==> src/rtl/midori64_ti_pkg.sv <==
// rtl/midori64_ti_pkg.sv - shared constants, FSM states and unshared Q299 reference table
package midori64_ti_pkg;

    localparam int NIBBLES = 16;
    localparam int SHARE_W = 4;
    localparam int CNT_W   = $clog2(NIBBLES);

    typedef enum logic [1:0] {
        IDLE  = 2'd0,
        FEED  = 2'd1,
        DRAIN = 2'd2,
        DONE  = 2'd3
    } state_t;

    // Unshared 4-bit Q299 permutation; the shared stage implements exactly this map.
    function automatic logic [3:0] q299_ref(input logic [3:0] x);
        logic [3:0] y;
        case (x)
            4'h0: y = 4'h8;
            4'h1: y = 4'h9;
            4'h2: y = 4'hA;
            4'h3: y = 4'hB;
            4'h4: y = 4'hE;
            4'h5: y = 4'hF;
            4'h6: y = 4'hD;
            4'h7: y = 4'hC;
            4'h8: y = 4'h5;
            4'h9: y = 4'h4;
            4'hA: y = 4'h6;
            4'hB: y = 4'h7;
            4'hC: y = 4'h1;
            4'hD: y = 4'h0;
            4'hE: y = 4'h3;
            default: y = 4'h2;
        endcase
        return y;
    endfunction

endpackage

==> src/rtl/midori64_sbox_seq_stage.sv <==
// rtl/midori64_sbox_seq_stage.sv - one registered 3-share Q299 layer (q299_ti_stage)
module q299_ti_stage
    import midori64_ti_pkg::*;
(
    input  logic               clk,
    input  logic               rst,
    input  logic               in_valid,
    input  logic [SHARE_W-1:0] in_s1,
    input  logic [SHARE_W-1:0] in_s2,
    input  logic [SHARE_W-1:0] in_s3,
    output logic               out_valid,
    output logic [SHARE_W-1:0] out_s1,
    output logic [SHARE_W-1:0] out_s2,
    output logic [SHARE_W-1:0] out_s3
);

    // Component function of the direct sharing: u is the "own" share, v the next one.
    // Each quadratic term a*b contributes ua*ub ^ ua*vb ^ va*ub, so summing the three
    // cyclic calls reproduces all nine cross products without any share seeing all three.
    // Bit 0 of v never enters a product, hence v is only bits [3:1].
    function automatic logic [3:0] q299_share(input logic [3:0] u, input logic [3:1] v);
        logic [3:0] y;
        y[0] = u[0] ^ u[3]
             ^ (u[1] & u[2]) ^ (u[1] & v[2]) ^ (v[1] & u[2])
             ^ (u[1] & u[3]) ^ (u[1] & v[3]) ^ (v[1] & u[3]);
        y[1] = u[1] ^ u[2]
             ^ (u[2] & u[3]) ^ (u[2] & v[3]) ^ (v[2] & u[3]);
        y[2] = u[2] ^ u[3];
        y[3] = ~u[3];
        return y;
    endfunction

    // Register the three output shares together with their valid flag.
    always_ff @(posedge clk) begin
        if (rst) begin
            out_valid <= 1'b0;
            out_s1    <= '0;
            out_s2    <= '0;
            out_s3    <= '0;
        end else begin
            out_valid <= in_valid;
            out_s1    <= q299_share(in_s2, in_s3[3:1]);
            out_s2    <= q299_share(in_s3, in_s1[3:1]);
            out_s3    <= q299_share(in_s1, in_s2[3:1]);
        end
    end

endmodule

==> src/rtl/midori64_sbox_seq.sv <==
// rtl/midori64_sbox_seq.sv - serial 3-share Q299 S-box layer scheduler for Midori64
module midori64_sbox_seq
    import midori64_ti_pkg::*;
#(
    parameter int STAGES = 2
) (
    input  logic                       clk,
    input  logic                       rst,
    input  logic                       start,
    input  logic [SHARE_W*NIBBLES-1:0] in_s1,
    input  logic [SHARE_W*NIBBLES-1:0] in_s2,
    input  logic [SHARE_W*NIBBLES-1:0] in_s3,
    output logic                       busy,
    output logic                       done,
    output logic [SHARE_W*NIBBLES-1:0] out_s1,
    output logic [SHARE_W*NIBBLES-1:0] out_s2,
    output logic [SHARE_W*NIBBLES-1:0] out_s3
);

    localparam logic [CNT_W-1:0] LAST = CNT_W'(NIBBLES - 1);

    state_t state_q;
    state_t state_d;

    logic [CNT_W-1:0]           in_cnt;
    logic [CNT_W-1:0]           out_cnt;
    logic [SHARE_W*NIBBLES-1:0] sh1;
    logic [SHARE_W*NIBBLES-1:0] sh2;
    logic [SHARE_W*NIBBLES-1:0] sh3;
    logic                       accept;

    logic               pv [STAGES+1];
    logic [SHARE_W-1:0] p1 [STAGES+1];
    logic [SHARE_W-1:0] p2 [STAGES+1];
    logic [SHARE_W-1:0] p3 [STAGES+1];

    assign accept = start && ((state_q == IDLE) || (state_q == DONE));

    // The low nibble of each shift register is the nibble currently being fed.
    assign pv[0] = (state_q == FEED);
    assign p1[0] = sh1[SHARE_W-1:0];
    assign p2[0] = sh2[SHARE_W-1:0];
    assign p3[0] = sh3[SHARE_W-1:0];

    for (genvar j = 0; j < STAGES; j++) begin : g_stage
        q299_ti_stage u_stage (
            .clk       (clk),
            .rst       (rst),
            .in_valid  (pv[j]),
            .in_s1     (p1[j]),
            .in_s2     (p2[j]),
            .in_s3     (p3[j]),
            .out_valid (pv[j+1]),
            .out_s1    (p1[j+1]),
            .out_s2    (p2[j+1]),
            .out_s3    (p3[j+1])
        );
    end

    // The first FEED cycle is still the acceptance cycle as seen from outside.
    assign busy = ((state_q == FEED) && (in_cnt != '0)) || (state_q == DRAIN);
    assign done = (state_q == DONE);

    // State register.
    always_ff @(posedge clk) begin
        if (rst) begin
            state_q <= IDLE;
        end else begin
            state_q <= state_d;
        end
    end

    // Next-state logic: feed all nibbles, drain until the last result lands, then pulse done.
    always_comb begin
        state_d = state_q;
        case (state_q)
            IDLE:    if (start) state_d = FEED;
            FEED:    if (in_cnt == LAST) state_d = DRAIN;
            DRAIN:   if (pv[STAGES] && (out_cnt == LAST)) state_d = DONE;
            DONE:    state_d = start ? FEED : IDLE;
            default: state_d = IDLE;
        endcase
    end

    // Capture, input shifting and nibble-wise output collection.
    always_ff @(posedge clk) begin
        if (rst) begin
            in_cnt  <= '0;
            out_cnt <= '0;
            sh1     <= '0;
            sh2     <= '0;
            sh3     <= '0;
            out_s1  <= '0;
            out_s2  <= '0;
            out_s3  <= '0;
        end else begin
            if (accept) begin
                sh1     <= in_s1;
                sh2     <= in_s2;
                sh3     <= in_s3;
                in_cnt  <= '0;
                out_cnt <= '0;
            end else if (state_q == FEED) begin
                sh1    <= sh1 >> SHARE_W;
                sh2    <= sh2 >> SHARE_W;
                sh3    <= sh3 >> SHARE_W;
                in_cnt <= in_cnt + CNT_W'(1);
            end
            if (pv[STAGES]) begin
                out_s1[{out_cnt, 2'b00} +: SHARE_W] <= p1[STAGES];
                out_s2[{out_cnt, 2'b00} +: SHARE_W] <= p2[STAGES];
                out_s3[{out_cnt, 2'b00} +: SHARE_W] <= p3[STAGES];
                out_cnt <= out_cnt + CNT_W'(1);
            end
        end
    end

endmodule

==> config.mk <==
export PLATFORM = sky130hd
export DESIGN_NAME = midori64_sbox_seq
export DESIGN_NICKNAME = d
export VERILOG_FILES = /design/src/rtl/midori64_ti_pkg.sv /design/src/rtl/midori64_sbox_seq_stage.sv /design/src/rtl/midori64_sbox_seq.sv
export SDC_FILE = /design/constraint.sdc
export NUM_CORES = 1
export LEC_CHECK = 0
export ABC_AREA = 1
export CAP_MARGIN = 10
export CORE_UTILIZATION = 60
export CTS_BUF_LIST = sky130_fd_sc_hd__clkbuf_2 sky130_fd_sc_hd__clkbuf_4 sky130_fd_sc_hd__clkbuf_8
export DETAILED_ROUTE_END_ITERATION = 10
export DONT_BUFFER_PORTS = 1
export PLACE_DENSITY = 0.73
export RECOVER_POWER = 25
export SYNTH_ARGS = -nofsm -noshare
export SYNTH_HDL_FRONTEND = slang
export SYNTH_HIERARCHICAL = 1
export SYNTH_SLANG_ARGS = --single-unit
==> constraint.sdc <==
create_clock -name clk -period 2.1 [get_ports clk]
set_input_delay 0.42 -clock clk [delete_from_list [all_inputs] [get_ports clk]]
set_output_delay 0.42 -clock clk [all_outputs]
set_load 0.03 [all_outputs]
# ---- Word level (Yosys, flattened, before mapping)
# Index checks and enable logic that the tools add are counted.
dict set report totals {
  ff_bits 420
  latch_bits 0
  ramBits 0
  romBits 0
  in_bits 195
  elab_cells 191
  mem_count 0
}
dict set report op_classes {
  add_sub_neg 3
  n_mul 0
  n_div 0
  n_lt_le_gt_ge 0
  n_eq_ne 8
  shifts 4
  muxes 16
  n_bitwise 132
  reduce_logical 11
}
# cell n
set op_table {}
lappend op_table {{two-way mux 64 bit} 6}
lappend op_table {{bitwise mux 64 bit} 3}
lappend op_table {{variable part select 4 x 8 -> 64 bit} 3}
lappend op_table {{XOR 1 bit} 72}
lappend op_table {{variable shift 4 x 8 -> 64 bit, first input constant} 1}
lappend op_table {{bitwise AND 1 bit} 54}
lappend op_table {{adder 4 x 1 -> 4 bit, second input constant} 2}
lappend op_table {{== test 4 bit, second input constant} 2}
lappend op_table {{two-way mux 4 bit} 2}
lappend op_table {{negator 6 -> 8 bit} 1}
lappend op_table {{case mux 2 bit (4 select lines)} 1}
lappend op_table {{two-way mux 2 bit} 3}
lappend op_table {{inverter 1 bit} 6}
lappend op_table {{== test 2 bit, second input constant} 2}
lappend op_table {{inequality test 2 bit, second input constant} 2}
lappend op_table {{nonzero test 2 bit} 2}
lappend op_table {{nonzero test 4 bit} 1}
lappend op_table {{logical AND 1 bit} 3}
lappend op_table {{AND reduction 3 bit} 1}
lappend op_table {{== test 2 x 1 -> 1 bit, second input constant} 1}
lappend op_table {{logical NOT 2 bit} 1}
lappend op_table {{logical OR 1 bit} 2}
lappend op_table {{inequality test 2 x 1 -> 1 bit, second input constant} 1}
lappend op_table {{OR reduction 2 bit} 1}
lappend op_table {{two-way mux 1 bit} 1}

# ---- Longest topological paths before layout
dict set report depth {
  ltp_word 7
  mapped_depth 13
  mapped_depth_nobuf 11
}

# ---- By module
# Netlist, hierarchy kept.
# module n_inst cells_per_inst area_per_inst_um2 seq_area_each_um2
set by_module_without_submodules {}
lappend by_module_without_submodules {midori64_sbox_seq 1 2180 16002.8 7887.6}
lappend by_module_without_submodules {q299_ti_stage 2 111 753.2 260.2}

# ---- Worst setup path after synthesis
# OpenSTA, ideal clock, no wires.
dict set report synth_path {
  kind {reg-to-reg}
  start {register out_cnt[0]}
  end {register, netlist name out_s1[32]}
  setup_ns 0.113
  arrival_ns 1.833
  required_ns 1.987
  slack_ns 0.154
  stages_incl_launch_ff 11
  n_path_buf 2
  cell_sequence {dfxtp_1 > buf_2 > inv_2 > ha_1 > inv_2 > nand3_1 > nor2_2 > nand2_2 > buf_2 > nor2_1 > nor2_1}
}
# element line_no
set synth_lines {}
lappend synth_lines {{start, declared} midori64_sbox_seq.sv:26} ;# logic [CNT_W-1:0] out_cnt;
lappend synth_lines {{start signal, assigned} midori64_sbox_seq.sv:113} ;# out_cnt <= out_cnt + CNT_W'(1);

# ---- Final worst setup path
dict set report layout_path {
  start {register state_q[0]}
  end {register out_cnt[0]}
}
dict set report layout_via {
  elab_chain_cells 4
}
# element line_no
set layout_lines {}
lappend layout_lines {{start, declared} midori64_sbox_seq.sv:22} ;# state_t state_q;
lappend layout_lines {{start signal, assigned} midori64_sbox_seq.sv:69} ;# state_q <= state_d;
lappend layout_lines {{== test 2 bit / logical NOT 2 bit (equally long branches)} midori64_sbox_seq.sv:37} ;# assign accept = start && ((state_q == IDLE) || (state_q == DONE));
lappend layout_lines {{logical OR 1 bit *} midori64_sbox_seq.sv:37}
lappend layout_lines {{logical AND 1 bit *} midori64_sbox_seq.sv:37}
lappend layout_lines {{nonzero test 2 bit (no source line) *} -}
# Mark *: on every way between the ends. The rest lies on a longest branch, timed or not.
# A chain may end at the register's enable or synchronous reset.

==> run_results.csv <==
group,metric,value,unit
finish,finish.net_count,2683,
sta,hold_viol_final,34,
floorplan,fp.dieArea,29900,sq um
logic_synthesis,synth_top_flop_cell,"dfxtp_1",
logic_synthesis,post_synth_edffs,0,
run_status,failed_checks,"negative hold slack",
global_routing,pin_count_of_the_biggest_net_entering_global_routing,289,
global_routing,grt_first_pass_wirelength,77600,um
sta,final_worst_setup_slack,34.4,ps
route,drtAntennaViolNets,0,
logic_synthesis,synthDominantCellAreaShare,48.0,%
sta,whs,-80.8,ps
global_routing,global_route_usage_over_all_layers,31.6,%
finish,multi_input_area,8020,sq um
critical_path,timing.critical_path.required,2560,ps
logic_synthesis,syn-mean-instance-area,7.29,sq um
logic_synthesis,netlist_top_cells_area,"dfxtp_1 48%, nand2_1 14%, nand3_1 8.4%",
critical_path,worstSetupEndpointType,"flip-flop",
critical_path,critPathLaunchType,"flip-flop",
logic_synthesis,post_synth_xor_area_fraction,0.757,%
floorplan,pin_count,389,
global_routing,overflow,0,
critical_path,worst-setup-path-type,"reg2reg",
logic_synthesis,synth.mux.area_fraction,0,%
finish,layout.area.seq,8410,sq um
sta,finalMaxSlewViolations,0,
floorplan,starting_utilization_of_the_core_area,61.0,%
logic_synthesis,synth_largest_area_cell,"dfxtp_1",
pwr,post-layout-total-power,0.0240,W
logic_synthesis,mappedNetlistArea,17500,sq um
placed_design,post-dp-hpwl,31500,um
route,detail_route.iter0.violations,1648,
logic_synthesis,yosys.area_share.adder,1.57,%
finish,flow.area_growth_from_synthesis,17.3,%
logic_synthesis,dominant_combinational_cell_family_by_area_after_synthesis,"simple AND/OR/NAND/NOR gates",
floorplan,core_region_area,28700,sq um
logic_synthesis,yosysWarningCount,6,
placed_design,place.port_buffers,0,
logic_synthesis,synth_compound_gate_area_share,12.3,%
run_status,status,"finished with violations",
logic_synthesis,synth.distinct_cells,33,
run,maxCapViolations,0,
sta,worstMarginPinSlew,952,ps
sta,rsz_0062_raised_after_global_routing,"true",
logic_synthesis,synth-async-reset-ratio,0,%
pwr,total_leakage_power,7.71,nW
floorplan,die_w,173,um
sta,layout_worst_path_cycle_share,98.4,%
clock_network,clock_slew_seen_by_the_registers_of_the_worst_setup_and_hold_paths,60,ps
clock_network,clockRootBuffer,"clkbuf_8",
route,route.vias.total,16900,
placed_design,detailedPlace.worstSlack,30.2,ps
sta,finalCriticalPeriod,2070,ps
logic_synthesis,synth_cells,2402,
pwr,worst_ir_drop_vdd,874,uV
floorplan,floorplan.die.height,173,um
finish,post_route_cells_drive_above_1_share,9.91,%
logic_synthesis,total_nets_after_synthesis,2619,
floorplan,fp-row-count,62,
finish,layout.filler_cells,2281,
logic_synthesis,synthSimpleGateAreaFrac,30.8,%
route,drt-pass1-iter-count,7,
critical_path,worstPathMaxFanout,10,
critical_path,critical_path_arrival,2530,ps
sta,maxClockFrequency,0.484,GHz
clock_network,numCtsBuffers,68,
hold_path,worst_hold_path_type,"in2reg",
logic_synthesis,seq_total_area_yosys,48.0,%
clock_network,clock_tree_from_tritoncts,"yes",
clock_network,clock_tree.htree_level_count,3,
route,routed_via_density,5.84,
clock_network,cts_sinks,420,
clock_network,maximum_root_to_sink_buffer_count,3,
logic_synthesis,postSynthRegisterBits,420,
route,drt-total-wl,51600,um
sta,setup_violations,0,
clock_network,clock_latency_on_the_worst_skew_pair,600,ps
global_routing,via_count_of_the_first_global_routing_pass,15100,
pwr,power_density,1170,nW/um^2
sta,max_slew_headroom,36.5,%
critical_path,setup.reg_to_reg.worst_slack,30,ps
global_routing,antenna_found_initial,6,
route,drc_violation_count_after_routing,0,
route,wl_per_cell,17.8,um
sta,fin_skew,32.5,ps
placed_design,globalplace.congestion,0.939,
==> path summary, 6_finish.rpt <==
check                             to               startpoint  cells past startpoint
max          out_cnt[0]$_SDFFE_PP0P_  state_q[0]$_SDFFE_PP0P_                      7
min          state_q[0]$_SDFFE_PP0P_                      rst                      1
max reg2reg  out_cnt[0]$_SDFFE_PP0P_  state_q[0]$_SDFFE_PP0P_                      7
min reg2reg     sh1[60]$_SDFFE_PP0P_     sh1[60]$_SDFFE_PP0P_                      2
==> area by class of cell <==
cell class	count	share of cell area, %
Antenna cell	4	0.0487
Clock buffer	105	6.36
Clock inverter	11	0.670
Inverter	97	1.90
Multi-Input combinational cell	1698	39.0
Sequential cell	420	40.9
Tap cell	384	2.34
Timing Repair Buffer	181	8.69
==> cell usage in the layout (no fill, tap or decap), drive strengths merged <==
cell and count:
a211oi 1, a21oi 122, a221oi 1, a31oi 181, buf 69, bufinv 3, clkbuf 106, clkinv 5
clkinvlp 3, dfxtp 420, diode 4, dlygate4sd3 111, ha 22, inv 97, nand2 684, nand3 296
nand3b 5, nand4 15, nor2 277, nor3 5, o21ai 74, or2 2, xnor2 13
==> synth_stat cells (2+ instances only) <==
library cell,instances
buf_4,4
dfxtp_1,420
or2_2,2
ha_1,22
nand3_2,2
nand2_1,669
nand2_4,2
nand4_1,15
nand3_1,293
a21oi_1,119
o21ai_1,4
a21oi_2,2
nor2_2,5
nand2_2,13
nor2_1,266
buf_1,13
buf_2,47
o21ai_0,70
inv_1,87
buf_6,2
a31oi_1,181
nand3b_1,5
nor3_1,4
inv_2,10
nor2_4,6
clkbuf_1,121
xnor2_1,12
==> metal layers <==
metal	GRT usage, %	routed length (um)	part of all wire [%]	up-vias
met2	50.6	24100	47	806
met3	10.5	5040	9.8	171
met4	15.6	2170	4.2	4
met1	38.0	20300	39	7880
li1	-	-	-	8074
met5	0	20	0.039	-
==> what timing repair did <==
action                                  in CTS  in global routing
endpoints found under the setup margin       1                200
gates cloned                                 0                  1
endpoints found under the hold margin      284                122
pin swaps                                    2                  4
setup buffers                                5                  9
gates resized for setup                      7                 24
hold buffers                                16                 95
==> sequential cells by signal (all words and copies together), names as in the netlist <==
signal                     count
g_stage.u_stage/out_s1         8
g_stage.u_stage/out_s2         8
g_stage.u_stage/out_s3         8
g_stage.u_stage/out_valid      2
in_cnt                         4
out_cnt                        4
out_s1                        64
out_s2                        64
out_s3                        64
sh1                           64
sh2                           64
sh3                           64
state_q                        2
==> critical path, stage by stage (launching register included) <==
cell and delay [ps]:
dfxtp_2 340, inv_1 60, ha_1 340, nor2_4 290, inv_6 100, a21oi_1 150
a211oi_1 60, dlygate4sd3_1 600
==> power by group <==
part / leakage [nW] / internal [W] / switching [W]
clock: 0.762 / 0.00423 / 0.00326
combinational: 3.53 / 0.00220 / 0.00446
sequential: 3.42 / 0.00902 / 0.000793
total: 7.71 / 0.0155 / 0.00851
==> kinds of logic (layout without fill, tap and decap cells) <==
logic type               count (synthesis)  in the layout
XOR/XNOR                                13             13
AND/OR/NAND/NOR                       1284           1284
other                                    0              4
adder cells (fa/ha/maj)                 22             22
AO/OA/AOI/OAI                          379            379
buffers and inverters                  284            394
flip-flops                             420            420
==> per-stage QoR <==
step                      instance area, sq um  TNS [ps]  instances  utilization [%]
final                                    20500         0       2900             71.6
after global placement                   17800         0       2655             61.9
after CTS                                19400     -46.6       2792             67.7
after detailed placement                 17800         0       2655             61.9
after global routing                     20500      -118       2898             71.6
after floorplan                          17500         0       2402                -
Power figures use the tool's default switching activity.
